===== src/rtl/csr_file_pkg.sv =====
// -----------------------------------------------------------------------------
// csr_file_pkg
// Shared machine-mode CSR definitions for the RV32I softcore: CSR addresses,
// mcause exception codes, mstatus bit positions, the misa constant, the
// Zicsr operation encoding and the read-modify-write / access helpers.
// Imported by the CSR file, the decoder and the trap logic.
// -----------------------------------------------------------------------------
package csr_file_pkg;

   // CSR addresses
   localparam logic [11:0] CSR_MSTATUS   = 12'h300;
   localparam logic [11:0] CSR_MISA      = 12'h301;
   localparam logic [11:0] CSR_MTVEC     = 12'h305;
   localparam logic [11:0] CSR_MSCRATCH  = 12'h340;
   localparam logic [11:0] CSR_MEPC      = 12'h341;
   localparam logic [11:0] CSR_MCAUSE    = 12'h342;
   localparam logic [11:0] CSR_MTVAL     = 12'h343;
   localparam logic [11:0] CSR_MCYCLE    = 12'hB00;
   localparam logic [11:0] CSR_MCYCLEH   = 12'hB80;
   localparam logic [11:0] CSR_MINSTRET  = 12'hB02;
   localparam logic [11:0] CSR_MINSTRETH = 12'hB82;
   localparam logic [11:0] CSR_CYCLE     = 12'hC00;
   localparam logic [11:0] CSR_CYCLEH    = 12'hC80;
   localparam logic [11:0] CSR_INSTRET   = 12'hC02;
   localparam logic [11:0] CSR_INSTRETH  = 12'hC82;
   localparam logic [11:0] CSR_MVENDORID = 12'hF11;
   localparam logic [11:0] CSR_MARCHID   = 12'hF12;
   localparam logic [11:0] CSR_MIMPID    = 12'hF13;
   localparam logic [11:0] CSR_MHARTID   = 12'hF14;

   // mcause exception codes
   localparam logic [3:0] MCAUSE_INST_MISALIGNED  = 4'd0;
   localparam logic [3:0] MCAUSE_ILLEGAL_INST     = 4'd2;
   localparam logic [3:0] MCAUSE_LOAD_MISALIGNED  = 4'd4;
   localparam logic [3:0] MCAUSE_STORE_MISALIGNED = 4'd6;

   // mstatus layout
   localparam int          MSTATUS_MIE_BIT  = 3;
   localparam int          MSTATUS_MPIE_BIT = 7;
   localparam logic [31:0] MSTATUS_MPP_M    = 32'h0000_1800;

   // RV32I, no extensions
   localparam logic [31:0] MISA_VALUE = 32'h4000_0100;

   // Zicsr operation class
   typedef enum logic [1:0] {
      CSR_OP_NONE  = 2'd0,
      CSR_OP_WRITE = 2'd1,
      CSR_OP_SET   = 2'd2,
      CSR_OP_CLEAR = 2'd3
   } csr_op_e;

   // Zicsr read-modify-write result
   function automatic logic [31:0] csr_rmw(input csr_op_e op, input logic [31:0] old,
                                           input logic [31:0] src);
      logic [31:0] res;
      case (op)
         CSR_OP_WRITE: res = src;
         CSR_OP_SET:   res = old | src;
         CSR_OP_CLEAR: res = old & ~src;
         default:      res = old;
      endcase
      return res;
   endfunction

   // Read-only space (addr[11:10]==11) plus the read-only misa
   function automatic logic csr_is_read_only(input logic [11:0] addr);
      return (addr[11:10] == 2'b11) || (addr == CSR_MISA);
   endfunction

endpackage


===== src/rtl/csr_file_if.sv =====
// -----------------------------------------------------------------------------
// csr_file_if
// Decoder-to-CSR-file access bus for Zicsr instructions.
//  csr_read/write/set/clear/imm : operation controls from the decoder
//  csr_addr                     : CSR address (inst[31:20])
//  rs1_data / zimm              : register or immediate source
//  csr_rdata                    : old CSR value (combinational)
//  csr_illegal                  : illegal-CSR flag (combinational)
// master = decoder side, slave = CSR file side.
// -----------------------------------------------------------------------------
interface csr_file_if;
   logic        csr_read;
   logic        csr_write;
   logic        csr_set;
   logic        csr_clear;
   logic        csr_imm;
   logic [11:0] csr_addr;
   logic [31:0] rs1_data;
   logic [4:0]  zimm;
   logic [31:0] csr_rdata;
   logic        csr_illegal;

   modport master (
      output csr_read, csr_write, csr_set, csr_clear, csr_imm,
      output csr_addr, rs1_data, zimm,
      input  csr_rdata, csr_illegal
   );

   modport slave (
      input  csr_read, csr_write, csr_set, csr_clear, csr_imm,
      input  csr_addr, rs1_data, zimm,
      output csr_rdata, csr_illegal
   );
endinterface


===== src/rtl/csr_file_counter64.sv =====
// -----------------------------------------------------------------------------
// csr_file_counter64
// 64-bit event counter with independently writable 32-bit halves, used for
// mcycle and minstret.
//  clk, resetb : clock, synchronous active-low reset
//  inc         : count this cycle
//  wr_lo/wr_hi : replace low/high half with wdata
//  wdata       : write data
//  count       : current 64-bit value
// A half write replaces only that half and suppresses the increment of the
// whole counter in that cycle, so no carry reaches the other half.
// -----------------------------------------------------------------------------
module csr_file_counter64 (
   input  logic        clk,
   input  logic        resetb,
   input  logic        inc,
   input  logic        wr_lo,
   input  logic        wr_hi,
   input  logic [31:0] wdata,
   output logic [63:0] count
);

   logic [63:0] count_r;

   // Counter state: reset, half write, or increment with natural 2^64 wrap
   always_ff @(posedge clk) begin
      if (!resetb) begin
         count_r <= 64'd0;
      end else if (wr_lo) begin
         count_r[31:0] <= wdata;
      end else if (wr_hi) begin
         count_r[63:32] <= wdata;
      end else if (inc) begin
         count_r <= count_r + 64'd1;
      end else begin
         count_r <= count_r;
      end
   end

   assign count = count_r;

endmodule


===== src/rtl/csr_file.sv =====
// -----------------------------------------------------------------------------
// csr_file
// Machine-mode CSR register file and trap-state holder for the RV32I softcore.
//  clk, resetb     : clock, synchronous active-low reset
//  bus (slave)     : Zicsr access from the decoder; returns old value and
//                    illegal flag combinationally
//  retire          : one instruction retires this cycle (minstret)
//  trap_valid      : take a trap (trap_cause, trap_pc, trap_tval)
//  mret            : MRET executing this cycle
//  mtvec_o         : trap vector target
//  mepc_o          : MRET return target
//  mstatus_mie     : global machine interrupt enable
// Same-cycle priority: reset > trap > mret > CSR write.
// -----------------------------------------------------------------------------
module csr_file
   import csr_file_pkg::*;
#(
   parameter logic [31:0] MTVEC_RESET = 32'h0000_0100,
   parameter logic [31:0] HART_ID     = 32'd0
) (
   input  logic        clk,
   input  logic        resetb,
   csr_file_if.slave   bus,
   input  logic        retire,
   input  logic        trap_valid,
   input  logic [3:0]  trap_cause,
   input  logic [31:0] trap_pc,
   input  logic [31:0] trap_tval,
   input  logic        mret,
   output logic [31:0] mtvec_o,
   output logic [31:0] mepc_o,
   output logic        mstatus_mie
);

   localparam logic [31:0] MTVEC_RESET_ALIGNED = MTVEC_RESET & ~32'd3;

   logic        mie_r;
   logic        mpie_r;
   logic [31:0] mtvec_r;
   logic [31:0] mscratch_r;
   logic [31:0] mepc_r;
   logic [31:0] mcause_r;
   logic [31:0] mtval_r;

   logic [63:0] mcycle_s;
   logic [63:0] minstret_s;

   csr_op_e     op_s;
   logic [31:0] src_s;
   logic        wr_req_s;
   logic        impl_s;
   logic [31:0] old_s;
   logic        illegal_s;
   logic        wr_en_s;
   logic [31:0] new_s;

   // Operation class from the decoder strobes
   always_comb begin
      op_s = CSR_OP_NONE;
      if (bus.csr_write) begin
         op_s = CSR_OP_WRITE;
      end else if (bus.csr_set) begin
         op_s = CSR_OP_SET;
      end else if (bus.csr_clear) begin
         op_s = CSR_OP_CLEAR;
      end else begin
         op_s = CSR_OP_NONE;
      end
   end

   assign src_s = bus.csr_imm ? {27'd0, bus.zimm} : bus.rs1_data;

   // Set/clear with a zero source is a pure read and must not count as a write
   always_comb begin
      wr_req_s = 1'b0;
      case (op_s)
         CSR_OP_WRITE: wr_req_s = bus.csr_read;
         CSR_OP_SET,
         CSR_OP_CLEAR: wr_req_s = bus.csr_read & (src_s != 32'd0);
         default:      wr_req_s = 1'b0;
      endcase
   end

   // Read mux: old CSR value and whether the address is implemented
   always_comb begin
      impl_s = 1'b1;
      old_s  = 32'd0;
      case (bus.csr_addr)
         CSR_MSTATUS: begin
            old_s                   = MSTATUS_MPP_M;
            old_s[MSTATUS_MIE_BIT]  = mie_r;
            old_s[MSTATUS_MPIE_BIT] = mpie_r;
         end
         CSR_MISA:      old_s = MISA_VALUE;
         CSR_MTVEC:     old_s = mtvec_r;
         CSR_MSCRATCH:  old_s = mscratch_r;
         CSR_MEPC:      old_s = mepc_r;
         CSR_MCAUSE:    old_s = mcause_r;
         CSR_MTVAL:     old_s = mtval_r;
         CSR_MCYCLE,
         CSR_CYCLE:     old_s = mcycle_s[31:0];
         CSR_MCYCLEH,
         CSR_CYCLEH:    old_s = mcycle_s[63:32];
         CSR_MINSTRET,
         CSR_INSTRET:   old_s = minstret_s[31:0];
         CSR_MINSTRETH,
         CSR_INSTRETH:  old_s = minstret_s[63:32];
         CSR_MVENDORID,
         CSR_MARCHID,
         CSR_MIMPID:    old_s = 32'd0;
         CSR_MHARTID:   old_s = HART_ID;
         default: begin
            impl_s = 1'b0;
            old_s  = 32'd0;
         end
      endcase
   end

   assign illegal_s = bus.csr_read &
                      (~impl_s | (wr_req_s & csr_is_read_only(bus.csr_addr)));

   // A trap discards any same-cycle CSR write
   assign wr_en_s = wr_req_s & ~illegal_s & ~trap_valid;
   assign new_s   = csr_rmw(op_s, old_s, src_s);

   assign bus.csr_rdata   = old_s;
   assign bus.csr_illegal = illegal_s;

   csr_file_counter64 u_mcycle (
      .clk    (clk),
      .resetb (resetb),
      .inc    (1'b1),
      .wr_lo  (wr_en_s && (bus.csr_addr == CSR_MCYCLE)),
      .wr_hi  (wr_en_s && (bus.csr_addr == CSR_MCYCLEH)),
      .wdata  (new_s),
      .count  (mcycle_s)
   );

   csr_file_counter64 u_minstret (
      .clk    (clk),
      .resetb (resetb),
      .inc    (retire & ~trap_valid),
      .wr_lo  (wr_en_s && (bus.csr_addr == CSR_MINSTRET)),
      .wr_hi  (wr_en_s && (bus.csr_addr == CSR_MINSTRETH)),
      .wdata  (new_s),
      .count  (minstret_s)
   );

   // mstatus interrupt-enable stack: reset > trap > mret > CSR write
   always_ff @(posedge clk) begin
      if (!resetb) begin
         mie_r  <= 1'b0;
         mpie_r <= 1'b0;
      end else if (trap_valid) begin
         mpie_r <= mie_r;
         mie_r  <= 1'b0;
      end else if (mret) begin
         mie_r  <= mpie_r;
         mpie_r <= 1'b1;
      end else if (wr_en_s && (bus.csr_addr == CSR_MSTATUS)) begin
         mie_r  <= new_s[MSTATUS_MIE_BIT];
         mpie_r <= new_s[MSTATUS_MPIE_BIT];
      end else begin
         mie_r  <= mie_r;
         mpie_r <= mpie_r;
      end
   end

   // Trap-state registers: trap capture overrides CSR writes
   always_ff @(posedge clk) begin
      if (!resetb) begin
         mepc_r   <= 32'd0;
         mcause_r <= 32'd0;
         mtval_r  <= 32'd0;
      end else if (trap_valid) begin
         mepc_r   <= trap_pc & ~32'd3;
         mcause_r <= {28'd0, trap_cause};
         mtval_r  <= trap_tval;
      end else begin
         mepc_r   <= (wr_en_s && (bus.csr_addr == CSR_MEPC))   ? (new_s & ~32'd3) : mepc_r;
         mcause_r <= (wr_en_s && (bus.csr_addr == CSR_MCAUSE)) ? new_s : mcause_r;
         mtval_r  <= (wr_en_s && (bus.csr_addr == CSR_MTVAL))  ? new_s : mtval_r;
      end
   end

   // Plain read/write registers; mtvec is direct mode only
   always_ff @(posedge clk) begin
      if (!resetb) begin
         mtvec_r    <= MTVEC_RESET_ALIGNED;
         mscratch_r <= 32'd0;
      end else begin
         mtvec_r    <= (wr_en_s && (bus.csr_addr == CSR_MTVEC))    ? (new_s & ~32'd3) : mtvec_r;
         mscratch_r <= (wr_en_s && (bus.csr_addr == CSR_MSCRATCH)) ? new_s : mscratch_r;
      end
   end

   assign mtvec_o     = mtvec_r;
   assign mepc_o      = mepc_r;
   assign mstatus_mie = mie_r;

endmodule


===== src/flat_wrapper.sv =====
// flat-port wrapper written by rule: the top's interface ports become plain ports
module csr_file_flat import csr_file_pkg::*;
#(
   parameter logic [31:0] MTVEC_RESET = 32'h0000_0100,
   parameter logic [31:0] HART_ID     = 32'd0
)
  (clk, resetb, retire, trap_valid, trap_cause, trap_pc, trap_tval, mret, mtvec_o, mepc_o, mstatus_mie, bus_csr_read, bus_csr_write, bus_csr_set, bus_csr_clear, bus_csr_imm, bus_csr_addr, bus_rs1_data, bus_zimm, bus_csr_rdata, bus_csr_illegal);
  csr_file_if bus_i ();
  input  logic clk;
  input  logic resetb;
  input  logic retire;
  input  logic trap_valid;
  input  logic [3:0] trap_cause;
  input  logic [31:0] trap_pc;
  input  logic [31:0] trap_tval;
  input  logic mret;
  output logic [31:0] mtvec_o;
  output logic [31:0] mepc_o;
  output logic mstatus_mie;
  input wire logic [$bits(bus_i.csr_read)-1:0] bus_csr_read;
  input wire logic [$bits(bus_i.csr_write)-1:0] bus_csr_write;
  input wire logic [$bits(bus_i.csr_set)-1:0] bus_csr_set;
  input wire logic [$bits(bus_i.csr_clear)-1:0] bus_csr_clear;
  input wire logic [$bits(bus_i.csr_imm)-1:0] bus_csr_imm;
  input wire logic [$bits(bus_i.csr_addr)-1:0] bus_csr_addr;
  input wire logic [$bits(bus_i.rs1_data)-1:0] bus_rs1_data;
  input wire logic [$bits(bus_i.zimm)-1:0] bus_zimm;
  output wire logic [$bits(bus_i.csr_rdata)-1:0] bus_csr_rdata;
  output wire logic [$bits(bus_i.csr_illegal)-1:0] bus_csr_illegal;
  assign bus_i.csr_read = bus_csr_read;
  assign bus_i.csr_write = bus_csr_write;
  assign bus_i.csr_set = bus_csr_set;
  assign bus_i.csr_clear = bus_csr_clear;
  assign bus_i.csr_imm = bus_csr_imm;
  assign bus_i.csr_addr = bus_csr_addr;
  assign bus_i.rs1_data = bus_rs1_data;
  assign bus_i.zimm = bus_zimm;
  assign bus_csr_rdata = bus_i.csr_rdata;
  assign bus_csr_illegal = bus_i.csr_illegal;
  csr_file #(.MTVEC_RESET(MTVEC_RESET), .HART_ID(HART_ID)) u_core (.clk(clk), .resetb(resetb), .bus(bus_i), .retire(retire), .trap_valid(trap_valid), .trap_cause(trap_cause), .trap_pc(trap_pc), .trap_tval(trap_tval), .mret(mret), .mtvec_o(mtvec_o), .mepc_o(mepc_o), .mstatus_mie(mstatus_mie));
endmodule

===== config.mk =====
export PLATFORM = sky130hd
export DESIGN_NAME = csr_file_flat
export DESIGN_NICKNAME = d
export VERILOG_FILES = /design/src/rtl/csr_file_pkg.sv /design/src/rtl/csr_file_if.sv /design/src/rtl/csr_file_counter64.sv /design/src/rtl/csr_file.sv /design/src/flat_wrapper.sv
export SDC_FILE = /design/constraint.sdc
export NUM_CORES = 1
export LEC_CHECK = 0
export CAP_MARGIN = 5
export CORE_MARGIN = 1
export CORE_UTILIZATION = 42
export CTS_BUF_LIST = sky130_fd_sc_hd__clkbuf_16
export DETAILED_ROUTE_END_ITERATION = 10
export HOLD_SLACK_MARGIN = 0.06
export PLACE_DENSITY_LB_ADDON = 0.2
export SLEW_MARGIN = 0
export SYNTH_ARGS = -nofsm -noshare
export SYNTH_HDL_FRONTEND = slang
export SYNTH_SLANG_ARGS = --single-unit

===== constraint.sdc =====
create_clock -name clk -period 3.1 [get_ports clk]
set_input_delay 0.465 -clock clk [delete_from_list [all_inputs] [get_ports clk]]
set_output_delay 0.465 -clock clk [all_outputs]
set_load 0.05 [all_outputs]

==> metrics, run 1 <==
status complete, no violations; Synth warnings 0; FMAX roughly 0.33 GHz; Post-Synthesis Cells ~2.2k; Vias/cell between 6 and 7; multi-input logic area between 10,000 and 15,000 sq um; Netlist Area Pre-Place ~17,000 sq um; Min-Delay Path Class in -> reg; Worst-Margin Slew around 950 ps; Crit path top cell by count buf_4; Setup CP Type in -> out; Max Cap Viol 0; Peak VDD IR approximately 0.29 mV; Clock Path Buffers 3; placed cell area ~24,000 sq um; die area between 40,000 and 50,000 sq um; R2R Path End u_core.u_minstret.count[33]; DRT iter0 DRCs about 2.6k; die width 206 microns; minimum clock period 3060 ps; stages on the worst setup path 10; Die Y 206 microns; area growth from synthesis to layout 44.2%; first-pass GRT wire length roughly 130 mm; crit path DAT 2590 ps; R2R Setup Slk roughly 190 ps; Starting Density between 40 and 50%; CTS Sinks about 290; wire length per cell 28.4 microns; clk_skew about 23 ps; top area cells in the synthesized netlist dfxtp_1 33%, mux2i_1 6.5%, a21oi_1 5.8%; Num CTS Buffers 36; final-report hold violation count 0; I/O pin count about 230; Core ar. approximately 41,000 sq um; FF/Latch Area roughly 5700 sq um; Antenna Cells 0; DRT Pass-1 Iters 6; Tot GR Track Use between 40% and 50%; share of flip-flops with an asynchronous set or reset 0%; initial antenna violation count 4; Routed WL a little over 90 mm; worst reg2reg path startpoint u_core.u_minstret.count[20]; clock transition at the registers of the reported paths approximately 60 ps; vias 21.1k; setup TNS 0 ps; Post-synth EDFFs 0; Startpoint Class input pin; Non-Filler Instances roughly 3.3k; final setup violation count 0; Mean Syn Cell Area 7.86 sq um; share of layout cells above drive strength 1 ~22%; H-tree levels 2; crit path launch bus_csr_addr[5]; fill count 3,571; design area 25,200 sq um; CP max stage delay 300 ps; vias in the first global route just under 20k; CTS tree yes; Final period util between 90% and 100%; worst setup path endpoint bus_csr_rdata[7]; Crit Path Max Fanout 6; Max Slew Vio Count 0; routability cong. ~1.1; Clock Latency Late Sink 570 ps; R2R depth 8; CP max stage cell nor2_1; largest net degree at the start of global routing 67; Remaining DRCs 0; Power Dens Cells between 300 and 400 nW/um^2; family with the most delay on the worst path buffers and inverters; leakage ~9.3 nW; Synth Flop Type dfxtp_1; dpl hpwl about 70 mm; Worst Path Required between 2000 and 3000 ps; #FFs+latches synth about 290; DP Cell Count 3,177; Synth area leader dfxtp_1; Port Buf Inserts ~220; Power, Total 9.27 mW; post-synth top area share between 30% and 40%; utilization after layout 61.5%; remaining antenna violation count 0; CP bufs+invs 6; register area share after synthesis between 30 and 40%; # rows between 70 and 80; CTS root buf clkbuf_16; library cells used by synthesis 86; headroom to the max-slew limit between 30% and 40%; total global routing overflow 0; nets@finish roughly 2.8k; CP Cell Sequence dlygate4sd2_1 -> buf_4 -> nor4b_2 -> buf_4 -> o211ai_1 -> buf_4 -> nor2_1 -> nand4b_1 -> buf_4 -> buf_12; Crit. End Element output port
## repair_timing
item | in CTS | in global routing
cloned | 2 | 0
hold buffers | 0 | 0
resized for setup | 44 | 14
pin swaps | 15 | 8
buffers inserted | 14 | 1
endpoints found under the setup margin | 31 | 23
## registers in the layout, summed over array words and instances, names as in the netlist
register,flops
u_core.mtval_r,32
u_core.u_minstret.count,64
u_core.mtvec_o,30
u_core.mcause_r,32
u_core.mpie_r,1
u_core.mstatus_mie,1
u_core.mscratch_r,32
u_core.mepc_o,30
u_core.u_mcycle.count,64
## worst min-delay path: cells and delay by family
kind	cells	cell delay [ps]
buffers and inverters	1	200
AOI/OAI and AO/OA	1	40
and+or+nand+nor	1	90
## through the flow
step	hold WS (ps)	worst slack, ps
final	290	41.0
after global routing	323	-1.57
after CTS	273	2.87
after detailed placement	443	-432
after global placement	436	-437
after floorplan	428	20.7
## kinds of logic after synthesis
| family | after synthesis | synth area share (%) |
|---|---|---|
| adder cells (fa/ha/maj) | 2 | 0.143 |
| XOR/XNOR | 51 | 2.56 |
| other | 1 | 0.0215 |
| flip-flops | 286 | 32.8 |
| multiplexers | 146 | 8.60 |
| AND/OR/NAND/NOR | 835 | 24.5 |
| buffers and inverters | 210 | 5.09 |
| AO/OA/AOI/OAI | 690 | 26.3 |
## how the worst min path moves through the flow
stage | end | start | cells past startpoint
final | u_core.u_minstret.count[0] | resetb | 3
after floorplan | u_core.mcause_r[11] | u_core.mcause_r[11] | 2
after CTS | u_core.u_minstret.count[0] | resetb | 3
after global routing | u_core.u_minstret.count[0] | resetb | 3
after global placement | u_core.mcause_r[11] | u_core.mcause_r[11] | 2
after detailed placement | u_core.mcause_r[7] | u_core.mcause_r[7] | 2
## layout make-up
class,count,share of cell area [%]
inverter,20,0.318
timing repair buffer,627,25.7
tap,532,2.64
sequential,286,22.7
clock inverter,29,0.869
clock buffer,36,3.58
multi-input combinational,1728,44.1
## power breakdown
part / internal, mW / switching (mW) / leakage [nW]
Combinational: 0.569 / 0.758 / 6.41
Clock: 2.37 / 1.79 / 0.571
Sequential: 3.73 / 0.0519 / 2.32
Total: 6.67 / 2.60 / 9.30
## cell usage after synthesis, drive strengths merged (20+ instances only)
cell type and number:
a21oi 203, nor4 38, mux2 32, and3 27
xor2 22, nand2 264, mux2i 114, a22o 22
clkbuf 112, a211oi 47, a211o 27, nor2 151
or3 20, o21ai 85, o211ai 32, nor3 60
o22ai 40, dfxtp 286, nand3 112, xnor2 29
a31oi 35, inv 20, buf 78, a22oi 62
nand4 52
## cell usage in the layout (no fill, tap or decap), types with 27 or more instances in the layout
cell             count
o22ai_1             30
buf_4              332
nand2_1            264
a21oi_1            203
mux2_2              32
clkbuf_16           36
o21ai_0             79
buf_12             102
a31oi_1             35
nor4_1              29
nor2_1             148
nand3_1            109
a211oi_1            45
nor3_1              50
dfxtp_1            286
a22oi_1             57
and3_1              27
a211o_1             27
clkdlybuf4s50_1    170
o211ai_1            32
nand4_1             52
mux2i_1            114
xnor2_1             29
## routing by layer
metal	routed length (microns)	share of wire (%)	track usage (%)
met5	26	0.028	0
met4	6630	7.2	28.2
met2	40300	44	66.0
met1	35900	39	55.5
met3	9670	10	8.09
(Power assumes the default switching activity.)
==> inputs of run 2 (changes only) <==
- TNS_END_PERCENT: not set -> 10
==> run 2 against run 1 <==
The run now ends with setup timing left. Critical path type unchanged. Clock power fell by 4%. Power decreased by 2.0%. Sequential power about the same.
==> metrics, run 2 (same netlist as run 1, synthesis figures left out) <==
fill count roughly 3.6k; clock transition at the registers of the reported paths around 60 ps; Switch Pwr ~2.6 mW; routability cong. roughly 1.1; most frequent cells in the layout 358 x buf_4, 286 x dfxtp_1, 264 x nand2_1; CTS Sinks around 290; Routed WL 92.9 mm; FMAX roughly 0.32 GHz; clock share of power about 44%; headroom to the max-slew limit around 37%; Hold Crit Start resetb; Startpoint Class input pin; Max Cap Viol 0; sequential share of power a little over two fifths; largest net degree at the start of global routing between 80 and 90; crit path launch bus_rs1_data[17]; Clock Path Buffers 3; Core ar. between 40,000 and 50,000 sq um; DRT iter0 DRCs 2,692; fin worst setup slack -54.3 ps; Starting Density between 40% and 50%; CTS root buf clkbuf_16; remaining antenna violation count 0; vias between 20k and 25k; minimum clock period roughly 3200 ps; Peak VDD IR roughly 0.30 mV; M1 wire length around 36 mm; H-tree levels 2; power share of the combinational group roughly 14%; DRT Pass-1 Iters 6; Worst-Margin Slew around 940 ps; leakage 9.28 nW; Port Buf Inserts about 220; nets@finish about 2.8k; Num CTS Buffers 36; vias in the first global route 20.0k; setup TNS -54.3 ps; uppermost layer routed met4; first-pass GRT wire length roughly 130 mm; met3 routed WL 9.37 mm; cell internal pwr between 6 and 7 mW; Max Slew Vio Count 0; crit path DAT approximately 2700 ps; die width a little over 200 microns; Final period util 102%; wire length per cell about 28 microns; I/O pin count between 200 and 250; Worst Path Required roughly 2600 ps; initial antenna violation count 1; DR WL met2 41.2 mm; switch share between 20 and 30%; Tot GR Track Use between 40% and 50%; multi-input logic area 11,200 sq um; Vias/cell between 6 and 7; Clock Latency Late Sink 570 ps; final-report hold violation count 0; CP Cell Sequence clkdlybuf4s50_1 -> nor4_2 -> and4_1 -> o221a_4 -> nor2_1 -> a21oi_2 -> nor2b_2 -> buf_4; worst reg2reg path startpoint u_core.u_minstret.count[27]; failing checks setup timing; CP max stage delay roughly 570 ps; clk_skew roughly 24 ps; Min-Delay Path Class in -> reg; total global routing overflow 0; Power Dens Cells ~360 nW/um^2; area growth from synthesis to layout 43.9%; status finished with violations; utilization after layout between 60% and 70%; Setup CP Type in -> out; share of layout cells above drive strength 1 between 20 and 25%; dpl hpwl about 71 mm; Crit. End Element output port; Crit Path Max Fanout 2; CP max stage cell nor4_2; Remaining DRCs 0; final setup violation count 1; RSZ-0062 raised after global routing yes; most common cell after layout, fill and taps aside buf_4; FF/Latch Area ~5700 sq um; die area approximately 42,000 sq um; CTS tree yes; Die Y roughly 210 microns; # rows 74
run 2: power groups by stage:
stage / Sequential (mW) / Combinational, mW / Clock, mW
after floorplan: 3.92 / 0.456 / 0
after global placement: 3.85 / 1.25 / 0
after detailed placement: 3.86 / 1.26 / 0
after CTS: 3.78 / 1.28 / 4.00
after global routing: 3.78 / 1.35 / 4.12
final: 3.78 / 1.31 / 3.99
run 2: layout make-up:
class                   instances  area share, %
inverters                      20          0.319
diodes                          1        0.00996
multi-input cells            1728           44.4
well taps                     532           2.65
clock inverters                26          0.503
flip-flops and latches        286           22.8
repair buffers                641           25.6
clock buffers                  37           3.68
run 2: stage by stage:
step / hold WS, ps / cell area, sq um / instances / setup slack (ps) / power, mW
after global placement: 436 / 23700 / 3199 / -577 / 5.11
final: 362 / 25100 / 3271 / -54.3 / 9.08
after detailed placement: 443 / 23700 / 3199 / -622 / 5.12
after CTS: 334 / 25100 / 3270 / -39.8 / 9.05
after global routing: 380 / 25100 / 3270 / -69.9 / 9.25
after floorplan: 428 / 17500 / 2224 / -132 / 4.37
run 2: metal layers:
metal  track usage [%]  vias to the layer above
met1              55.4                    10300
met3              7.93                      328
met2              68.1                     1404
met5                 0                        -
met4              26.0                        0
li1                  -                     9353
run 2: path summary, 6_finish.rpt:
| kind | slack, ps | to | depth (start not counted) |
|---|---|---|---|
| worst max register to register | 110 | u_core.u_minstret.count[63] | 9 |
| worst max-delay path | -50 | bus_csr_illegal | 8 |
| worst min-delay path | 360 | u_core.u_minstret.count[26] | 3 |
| worst min register to register | 450 | u_core.mcause_r[20] | 2 |
run 2: what timing repair did:
item | CTS | global route
pin swaps | 13 | 6
endpoints found under the setup margin | 33 | 23
setup buffers | 9 | 0
hold buffers | 0 | 0
resized for setup | 50 | 14
endpoints found under the hold margin | 0 | 0
run 2: worst max-delay path: cells and delay by family:
kind	cells	cell delay, ps
AO/OA/AOI/OAI	2	490
AND/OR/NAND/NOR	4	1080
buffers and inverters	2	640
